===== src/rtl/freq_meter.sv =====
`default_nettype none
// ============================================================================
//  Module   : freq_meter
//  Purpose  : Gated frequency counter. Counts rising edges of an asynchronous
//             input over back-to-back windows of GATE_CYCLES clock cycles and
//             publishes each window's count with a one-cycle valid strobe.
//             With a 1 s gate (10_000_000 cycles at 10 MHz) the result is Hz.
//  Revision : 1.0 - initial release
// ----------------------------------------------------------------------------
//  Parameters
//    GATE_CYCLES : gate window length in clk cycles (>= 4)
//    CNT_W       : width of the edge counter and of meas_freq
//  Ports
//    clk          in   system clock
//    reset_enable in   asynchronous active-high reset
//    enable       in   measurement enable (clk domain)
//    sig_in       in   signal under measurement (asynchronous)
//    meas_freq    out  rising-edge count of the last completed window
//    meas_valid   out  one-cycle strobe marking a new meas_freq
//    meas_ovf     out  edge count saturated in the last completed window
//    busy         out  high while a window is being measured
// ============================================================================
module freq_meter #(
  parameter int GATE_CYCLES = 10_000_000,
  parameter int CNT_W       = 24
) (
  input  logic             clk,
  input  logic             reset_enable,
  input  logic             enable,
  input  logic             sig_in,
  output logic [CNT_W-1:0] meas_freq,
  output logic             meas_valid,
  output logic             meas_ovf,
  output logic             busy
);

  localparam int               GATE_W    = $clog2(GATE_CYCLES);
  localparam logic [GATE_W-1:0] GATE_LAST = GATE_W'(GATE_CYCLES - 1);
  localparam logic [CNT_W-1:0]  CNT_MAX   = {CNT_W{1'b1}};

  typedef enum logic [0:0] {
    ST_IDLE    = 1'b0,
    ST_MEASURE = 1'b1
  } state_t;

  state_t             state_q, state_d;
  logic [GATE_W-1:0]  gate_cnt_q, gate_cnt_d;
  logic [CNT_W-1:0]   edge_cnt_q, edge_cnt_d;
  logic               ovf_sticky_q, ovf_sticky_d;
  logic [CNT_W-1:0]   meas_freq_q, meas_freq_d;
  logic               meas_ovf_q, meas_ovf_d;
  logic               meas_valid_q, meas_valid_d;

  logic               sync1_q, sync2_q, sync3_q;

  logic               rise_det;
  logic               terminal;
  logic               sat_hit;
  logic [CNT_W-1:0]   edge_cnt_inc;

  // --------------------------------------------------------------------------
  // Input synchronizer and rising-edge detector. Runs in every state so a
  // level that is already high when a window opens does not look like an edge.
  // --------------------------------------------------------------------------
  always_ff @(posedge clk or posedge reset_enable) begin
    if (reset_enable) begin
      sync1_q <= 1'b0;
      sync2_q <= 1'b0;
      sync3_q <= 1'b0;
    end else begin
      sync1_q <= sig_in;
      sync2_q <= sync1_q;
      sync3_q <= sync2_q;
    end
  end

  assign rise_det = sync2_q & ~sync3_q;
  assign terminal = (gate_cnt_q == GATE_LAST);

  // Saturating increment; sat_hit marks an edge lost because the counter is full
  assign sat_hit      = rise_det && (edge_cnt_q == CNT_MAX);
  assign edge_cnt_inc = (rise_det && !sat_hit) ? edge_cnt_q + 1'b1 : edge_cnt_q;

  // --------------------------------------------------------------------------
  // State and datapath registers
  // --------------------------------------------------------------------------
  always_ff @(posedge clk or posedge reset_enable) begin
    if (reset_enable) begin
      state_q      <= ST_IDLE;
      gate_cnt_q   <= '0;
      edge_cnt_q   <= '0;
      ovf_sticky_q <= 1'b0;
      meas_freq_q  <= '0;
      meas_ovf_q   <= 1'b0;
      meas_valid_q <= 1'b0;
    end else begin
      state_q      <= state_d;
      gate_cnt_q   <= gate_cnt_d;
      edge_cnt_q   <= edge_cnt_d;
      ovf_sticky_q <= ovf_sticky_d;
      meas_freq_q  <= meas_freq_d;
      meas_ovf_q   <= meas_ovf_d;
      meas_valid_q <= meas_valid_d;
    end
  end

  // --------------------------------------------------------------------------
  // Next-state logic
  // --------------------------------------------------------------------------
  always_comb begin
    state_d      = state_q;
    gate_cnt_d   = gate_cnt_q;
    edge_cnt_d   = edge_cnt_q;
    ovf_sticky_d = ovf_sticky_q;
    meas_freq_d  = meas_freq_q;
    meas_ovf_d   = meas_ovf_q;
    meas_valid_d = 1'b0;

    case (state_q)
      ST_IDLE: begin
        gate_cnt_d   = '0;
        edge_cnt_d   = '0;
        ovf_sticky_d = 1'b0;
        if (enable) begin
          state_d = ST_MEASURE;
        end
      end

      ST_MEASURE: begin
        // Terminal cycle is tested before enable: a window that reaches its
        // last cycle always publishes, even if enable drops on that cycle.
        if (terminal) begin
          meas_freq_d  = edge_cnt_inc;
          meas_ovf_d   = ovf_sticky_q | sat_hit;
          meas_valid_d = 1'b1;
          gate_cnt_d   = '0;
          edge_cnt_d   = '0;
          ovf_sticky_d = 1'b0;
          state_d      = enable ? ST_MEASURE : ST_IDLE;
        end else if (!enable) begin
          // Abort: partial count is discarded, published result untouched
          gate_cnt_d   = '0;
          edge_cnt_d   = '0;
          ovf_sticky_d = 1'b0;
          state_d      = ST_IDLE;
        end else begin
          gate_cnt_d   = gate_cnt_q + 1'b1;
          edge_cnt_d   = edge_cnt_inc;
          ovf_sticky_d = ovf_sticky_q | sat_hit;
        end
      end

      default: begin
        gate_cnt_d   = '0;
        edge_cnt_d   = '0;
        ovf_sticky_d = 1'b0;
        state_d      = ST_IDLE;
      end
    endcase
  end

  assign meas_freq  = meas_freq_q;
  assign meas_ovf   = meas_ovf_q;
  assign meas_valid = meas_valid_q;
  assign busy       = (state_q == ST_MEASURE);

endmodule
`default_nettype wire

===== config.mk =====
export PLATFORM = sky130hd
export DESIGN_NAME = freq_meter
export DESIGN_NICKNAME = d
export VERILOG_FILES = /design/src/rtl/freq_meter.sv
export SDC_FILE = /design/constraint.sdc
export NUM_CORES = 1
export LEC_CHECK = 0
export CAP_MARGIN = 20
export CORE_MARGIN = 5
export CORE_UTILIZATION = 35
export CTS_BUF_LIST = sky130_fd_sc_hd__clkbuf_8
export CTS_CLUSTER_SIZE = 30
export DETAILED_ROUTE_END_ITERATION = 10
export GPL_TIMING_DRIVEN = 0
export MAX_ROUTING_LAYER = met4
export PLACE_DENSITY = 0.53
export RECOVER_POWER = 100
export SYNTH_ARGS = -nofsm -noshare
export SYNTH_HDL_FRONTEND = slang
export SYNTH_SLANG_ARGS = --single-unit

===== constraint.sdc =====
create_clock -name clk -period 5 [get_ports clk]
set_input_delay 1 -clock clk [delete_from_list [all_inputs] [get_ports clk]]
set_output_delay 1 -clock clk [all_outputs]
set_load 0.02 [all_outputs]

Word-level counts from Yosys, hierarchy flattened
Cells that the tools add are included.
{"block": "classes", "bitwise": 4, "add_sub_neg": 2, "n_reduce_logical": 4, "n_mux": 13, "eq_ne": 2}
{"op": "$mux W24", "count": 5}
{"op": "$pmux W24 S2", "count": 2}
{"op": "$add A24 B1 Y24 const B", "count": 2}
{"op": "$eq A24 B24 Y1 const B", "count": 2}
{"op": "$mux W1", "count": 5}
{"op": "$logic_and A1 B1 Y1", "count": 2}
{"op": "$not A1 Y1", "count": 2}
{"op": "$pmux W1 S2", "count": 1}
{"op": "$reduce_and A2 Y1", "count": 1}
{"op": "$and A1 B1 Y1", "count": 1}
{"op": "$logic_not A1 Y1", "count": 1}
{"op": "$or A1 B1 Y1", "count": 1}
{"block": "word_totals", "out_inout_bits": 27, "wordCells": 35, "in_bits": 4, "ff_bits": 79}

Logic depth before layout (Yosys ltp)
{"block": "depth", "word_depth": 9, "ltp_mapped": 8, "depth_no_buf": 6}

Least setup slack after synthesis
No wires, ideal clock.
{"block": "synth_timing", "path_type": "reg2reg", "start": "register edge_cnt_q[0]", "end": "register edge_cnt_q[20]", "t_arrival_ps": 2046, "stages_incl_launch_ff": 7, "synth_period_minus_slack_ps": 2172, "slack_ps": 2828, "setup_ps": 126, "cell_sequence": "dfrtp_1 ha_1 nand3_2 or4_4 or4b_4 xor2_1 nor2_1"}
{"block": "synth_via", "elab_chain_len": 8, "word_cells_on_any_way": 9}
{"item": "start: declaration", "line_no": "48", "text": "logic [CNT_W-1:0] edge_cnt_q, edge_cnt_d;"}
{"item": "start signal: assignment", "line_no": "99", "text": "edge_cnt_q <= edge_cnt_d;"}
{"item": "parallel branches: the longest is 4 deep, another holds $add A24 B1 Y24"}
{"item": "$mux W24 (*)", "line_no": "82", "text": "assign edge_cnt_inc = (rise_det && !sat_hit) ? edge_cnt_q + 1'b1 : edge_cnt_q;"}
{"item": "$mux W24 (*)", "line_no": "140", "text": "end else if (!enable) begin"}
{"item": "$mux W24 (*)", "line_no": "132", "text": "if (terminal) begin"}
{"item": "$pmux W24 S2 (*)", "line_no": "119", "text": "case (state_q)"}
{"item": "named net edge_cnt_d[20]", "line_no": "48"}
Mark *: on every way through the listed nets, which the timed path passes.
A chain may end at the register's enable or synchronous reset.

Worst setup path after layout
{"block": "layout_timing", "start": "register gate_cnt_q[11]", "end": "register edge_cnt_q[17]"}
{"block": "layout_via", "elab_chain_len": 3}
{"item": "start: declaration", "line_no": "47", "text": "logic [GATE_W-1:0] gate_cnt_q, gate_cnt_d;"}
{"item": "start signal: assignment", "line_no": "98", "text": "gate_cnt_q <= gate_cnt_d;"}
{"item": "$eq A24 B24 Y1", "line_no": "78", "text": "assign terminal = (gate_cnt_q == GATE_LAST);"}
{"item": "$mux W24", "line_no": "132"}
{"item": "$pmux W24 S2", "line_no": "119"}
{"item": "named net edge_cnt_d[17]", "line_no": "48"}
The timed path passes the listed nets, and every way through them passes these cells.

==> results by group <==
Status
  • Run status: finished clean

Pwr
  • Clock network power share: 0.369
  • Worst vdd ir: 116.2 uV
  • Switching Fraction: 0.2254
  • Pint: 831.6 uW
  • PD cells: 245.9 nW/um^2
  • Pleak: 0.001818 uW
  • Sequential Power Share: 0.600
  • Combinational Power Share: 0.031
  • Switching power: 242.0 uW

Route
  • Drt wl/cell: roughly 15 um
  • Via Count: 2874
  • Routed wire length: 8377 um
  • DRT iter0 DRCs: 107
  • Residual DRC: 0
  • Routed Antenna Nets: 0
  • DR vias/cell: 5.042
  • DR pass1 iterations: 4

Critical path
  • Buffers & Inverters on Critical Path: 3
  • Crit path kind: flop to flop
  • CP Launch Type: flop
  • Top Family by Delay on Critical Path: simple AND/OR/NAND/NOR gates
  • Slowest Stage Delay on Critical Path: 0.57 ns
  • Critical path fanouts, max: 10
  • Crit path DAT: a little over 3 ns
  • Setup crit start: gate_cnt_q[11]
  • Worst Path Required: 5.21 ns
  • Critical Path End Type: flop
  • Worst path slowest cell: or4b_1
  • Critical R2R Launch: gate_cnt_q[11]
  • Top cell by count, worst path: clkbuf_1
  • CP Cell Sequence: clkbuf_1 > or4b_1 > nor4b_1 > and3b_1 > or2_2 > clkbuf_1 > clkbuf_1 > nor2_1

Finish
  • Multi-input logic area: 1637 um^2
  • P&R area growth vs syn: 16.80%
  • Final design instance area without fill: approximately 4400 um^2
  • Share of layout cells above drive strength 1: 0.04839
  • Post-layout nets: ~440
  • Most frequent cells in the layout: dfrtp_1, nor2_1, nand2_1, dlygate4sd3_1, xnor2_1
  • Commonest non-fill, non-tap cell in the layout: dfrtp_1
  • Register area: 1977 um^2
  • Ant. Diodes: 0
  • Fill cells: 1072

Floorplanning
  • IO Pins: 31
  • Initial Utilization: 0.3605
  • Core area: about 10000 um^2
  • Site Rows: 37
  • Die Y: 113.4 um
  • DIE AREA: 12850 um^2
  • Die width: between 100 and 150 um

Synthesis
  • Post-synthesis sequential area ratio: 0.5288
  • Asr flop ratio synth: 1.000
  • Synth unique cells: 41
  • Register bit total from synthesis: 79
  • Main flop type after synthesis: dfrtp_1
  • Post-synth EDFFs: 0
  • Avg Inst Size Synth: 9.586 um^2
  • Syn Nets: a little under 400
  • YS warnings: 0
  • Mapped Cells: 390
  • Syn Std Cell Area: 3739 um^2

Run
  • Number of max-cap violations: 0

Placed design
  • DP Wirelength: around 6000 um
  • Placed Instance Area: 4239 um^2
  • PortBufs: 30
  • RePlAce Congestion: 0.8728

Global routing
  • Gr ovfl total: 0
  • Vias in the first global route: 2912
  • Largest net degree at the start of global routing: 55
  • Global-route wire length before repair: ~14000 um
  • All-Layer GR Usage: 0.1440
  • Initial antenna violation count: 0

Timing
  • Slew Limit Fails: 0
  • Final number of setup-violating endpoints: 0
  • Post-route setup TNS: 0 ns
  • Unrepaired setup endpoints after global routing: false
  • Period utilization: 0.5643
  • Final hold viol count: 0
  • Fmax: 0.3544 GHz
  • Worst slew margin: 0.1722
  • Slew @ Worst Pin: 1.235 ns
  • Crit path time final: 2.822 ns
  • Final setup skew: 0.005938 ns

CTS
  • Root Driver: clkbuf_8
  • Post-CTS Setup Inserts: 0
  • Hold buffers post-CTS: 0
  • Max clock buf depth: 2
  • CTS tree: built
  • Clk Latency, worst-skew pair: 0.35 ns
  • H-tree Lvls: 3
  • Clock slew at the register clock pins of the worst setup and hold paths: ~0.08 ns
  • Clock sinks: approximately 80
  • Post-CTS Resized: 0
  • Num CTS Buffers: 9

Hold path
  • Hold path start: sync1_q
  • Worst hold path class: flop to flop
[worst register-to-register path: stages, from the launching register on]
cell	delay [ns]
dfrtp_1	0.36
clkbuf_1	0.18
or4b_1	0.57
nor4b_1	0.28
and3b_1	0.20
or2_2	0.12
clkbuf_1	0.38
clkbuf_1	0.48
nor2_1	0.11
[layout make-up]
cell class | count | share of cell area
Clock inverter | 3 | 0.003152
Multi-Input combinational cell | 284 | 0.3748
Sequential cell | 79 | 0.4527
Buffer | 16 | 0.01404
Inverter | 11 | 0.009742
Tap cell | 136 | 0.03897
Clock buffer | 10 | 0.03152
Timing Repair Buffer | 31 | 0.07507
[through the flow]
step	hold WS (ns)	setup WS, ns	instances	power [uW]	util
floorplan	0.3312	1.977	390	677.8	-
detailed placement	0.3347	2.545	557	693.8	0.4088
finish	0.3501	2.178	570	1074	0.4211
CTS	0.3515	2.538	570	1094	0.4234
global placement	0.3399	0.6681	556	690.3	0.4059
global route	0.3625	1.957	570	1124	0.4211
[routing by layer]
| layer | track usage | wire length (um) |
|---|---|---|
| met1 | 0.1774 | 3765 |
| met2 | 0.2334 | 4175 |
| met3 | 0.03690 | 335 |
| met4 | 0.04327 | 100 |
| met5 | - | 0 |
[state kept, by name, indices dropped and copies added, names as in the netlist]
| name | count |
|---|---|
| meas_ovf | 1 |
| edge_cnt_q | 24 |
| meas_valid | 1 |
| sync1_q | 1 |
| ovf_sticky_q | 1 |
| busy | 1 |
| meas_freq | 24 |
| sync2_q | 1 |
| sync3_q | 1 |
| gate_cnt_q | 24 |
[cell usage after synthesis (10+ instances only)]
master	number	area [um^2]
clkbuf_1	10	37.54
nor2_1	62	232.7
nand3_1	20	100.1
nand4_1	16	100.1
dfrtp_1	79	1977
xnor2_1	28	245.2
xor2_1	13	113.9
nor4_1	11	68.82
nand2_1	39	146.4
a21oi_1	10	50.05
o21ai_0	27	135.1
inv_1	11	41.29
[power by group through the flow]
stage          clock (uW)  combinational [uW]  sequential [uW]
4_1_cts               413                37.0              644
6_report              396                33.1              644
3_5_place_dp            0                37.0              657
2_1_floorplan           0                21.3              656
3_3_place_gp            0                33.6              657
5_1_grt               440                39.1              645
[cells by family after synthesis]
group | count (synthesis) | synth area share
compound gates | 42 | 0.05991
xor+xnor | 41 | 0.09605
fa+ha+maj | 2 | 0.006692
buf+inv | 27 | 0.03112
flops | 79 | 0.5288
mux | 3 | 0.008032
simple gates | 196 | 0.2694
[worst paths after layout]
kind | to | slack, ns | depth (start not counted)
min in group asynchronous | meas_freq[10] | 1.36 | 2
min | sync2_q | 0.35 | 0
max reg2reg | edge_cnt_q[17] | 2.18 | 8
min reg2reg | sync2_q | 0.35 | 0
max in group asynchronous | meas_ovf | 2.86 | 3
max | edge_cnt_q[17] | 2.18 | 8
(Power assumes the default switching activity.)
==> RTL change (same settings) <==
The parameter `CNT_W` goes from 24 to 28.
--- a/src/rtl/freq_meter.sv
+++ b/src/rtl/freq_meter.sv
@@ -22,7 +22,7 @@
 // ============================================================================
 module freq_meter #(
   parameter int GATE_CYCLES = 10_000_000,
-  parameter int CNT_W       = 24
+  parameter int CNT_W       = 28
 ) (
   input  logic             clk,
   input  logic             reset_enable,
Ports: changed (resized meas_freq); port bits go from 31 to 35. The function was not compared with the original's and may differ.
==> RTL change against the unedited design <==
- final cell count increased by 16%
- sequential cell count increased by 8
- highest routed layer unchanged
- via count increased by 19%
- sequential power increased by 10%
- synthesized area increased by 15%
- register-to-register slack improved by 220 ps
- final area increased by 18%
- setup slack got worse by 500 ps
- wire length increased by 28%
- critical endpoint is now meas_freq[17]
- total power increased by 35%
- critical path type is now primary input to asynchronous set/reset pin
==> RTL change: results (changes against the unedited design) <==
stage,metric,value,unit,change
drt,wirelength,10700,um,+28%
critical_path,r2r_setup_slack,2400,ps,+220 ps
synth,synth_compound_area_frac,0.105,,+0.0454
placed_design,gp_congestion,0.832,,-4.7%
pwr,p_leak,2.11,nW,+16%
finish,buf_share,0.0855,,-0.00363
finish,clkCellAreaFrac,0.0570,,+0.0223
finish,fin_nets,496,,+13%
finish,comb.multi_input.count,323,,+14%
timing,relSlewSlack,0.0483,,-0.124
pwr,peakVddDrop,0.000188,V,+62%
finish,num-nonclk-buffers,57,,+21%
placed_design,placed_area,0.00489,sq mm,+15%
synth,avgSynthCellArea,9.71,sq um,+1.3%
critical_path,crit_path_max_incr_delay,1190,ps,+620 ps
critical_path,crit_start,reset_enable,,
synth,yosysSeqAreaShare,0.505,,-0.0240
finish,drive_gt1_frac,0.0788,,+0.0304
placed_design,port_buffers,34,,+13%
critical_path,worst_path_max_delay_cell,clkbuf_2,,
critical_path,r2r-end,gate_cnt_q[22],,
cts,insertion_delay,380,ps,+30 ps
finish,fillerInstances,1197,,+12%
synth,ys_top_cells_by_area,"dfrtp_1 50%, xnor2_1 4.7%, nand2_1 3.9%, nor2_1 3.7%, nand3_1 3.2%",,
critical_path,critical_path_arrival,3570,ps,+540 ps
finish,multiInputGateArea,0.00197,sq mm,+20%
synth,synth-xor-area-share,0.0690,,-0.0270
synth,muxShareOfSynthArea,0.00754,,-0.000489
placed_design,dpl.hpwl,7850,um,+30%
timing,fin_crit_sh,0.665,,+0.101
synth,yosys.area_share.adder,0.00580,,-0.000891
critical_path,path_max_fanout,57,,+47
timing,hold_slack,355,ps,+4.62 ps
critical_path,worstReg2RegStart,gate_cnt_q[0],,
run_status,status,"finished, final reports clean",,
global_routing,grt_pass1_vias,3334,,+14%
==> RTL change: layer usage <==
layer	wire length, um	GRT usage
met1	5080	0.211
met2	4990	0.234
met3	487	0.0485
met4	134	0.0524
met5	0	-
==> RTL change: power breakdown <==
part | switching, mW | internal, mW | leakage, nW | total (mW)
sequential | 0.00325 | 0.706 | 1.21 | 0.709
clock | 0.261 | 0.446 | 0.146 | 0.707
combinational | 0.0300 | 0.00679 | 0.758 | 0.0368
total | 0.294 | 1.16 | 2.11 | 1.45
==> RTL change: cell families after synthesis <==
logic type,count (synthesis)
buf+inv,34
fa+ha+maj,2
simple gates,214
compound gates,70
flops,87
xor+xnor,34
mux,3
==> RTL change: worst max-delay path: cells and delay by family <==
family,cells,cell delay [ps]
buf+inv,3,2520
==> RTL change: per-stage QoR <==
step	std cells	utilization
5_1_grt	663	0.426
4_1_cts	663	0.430
6_report	663	0.426
3_5_place_dp	647	0.406
2_1_floorplan	444	-
3_3_place_gp	646	0.403
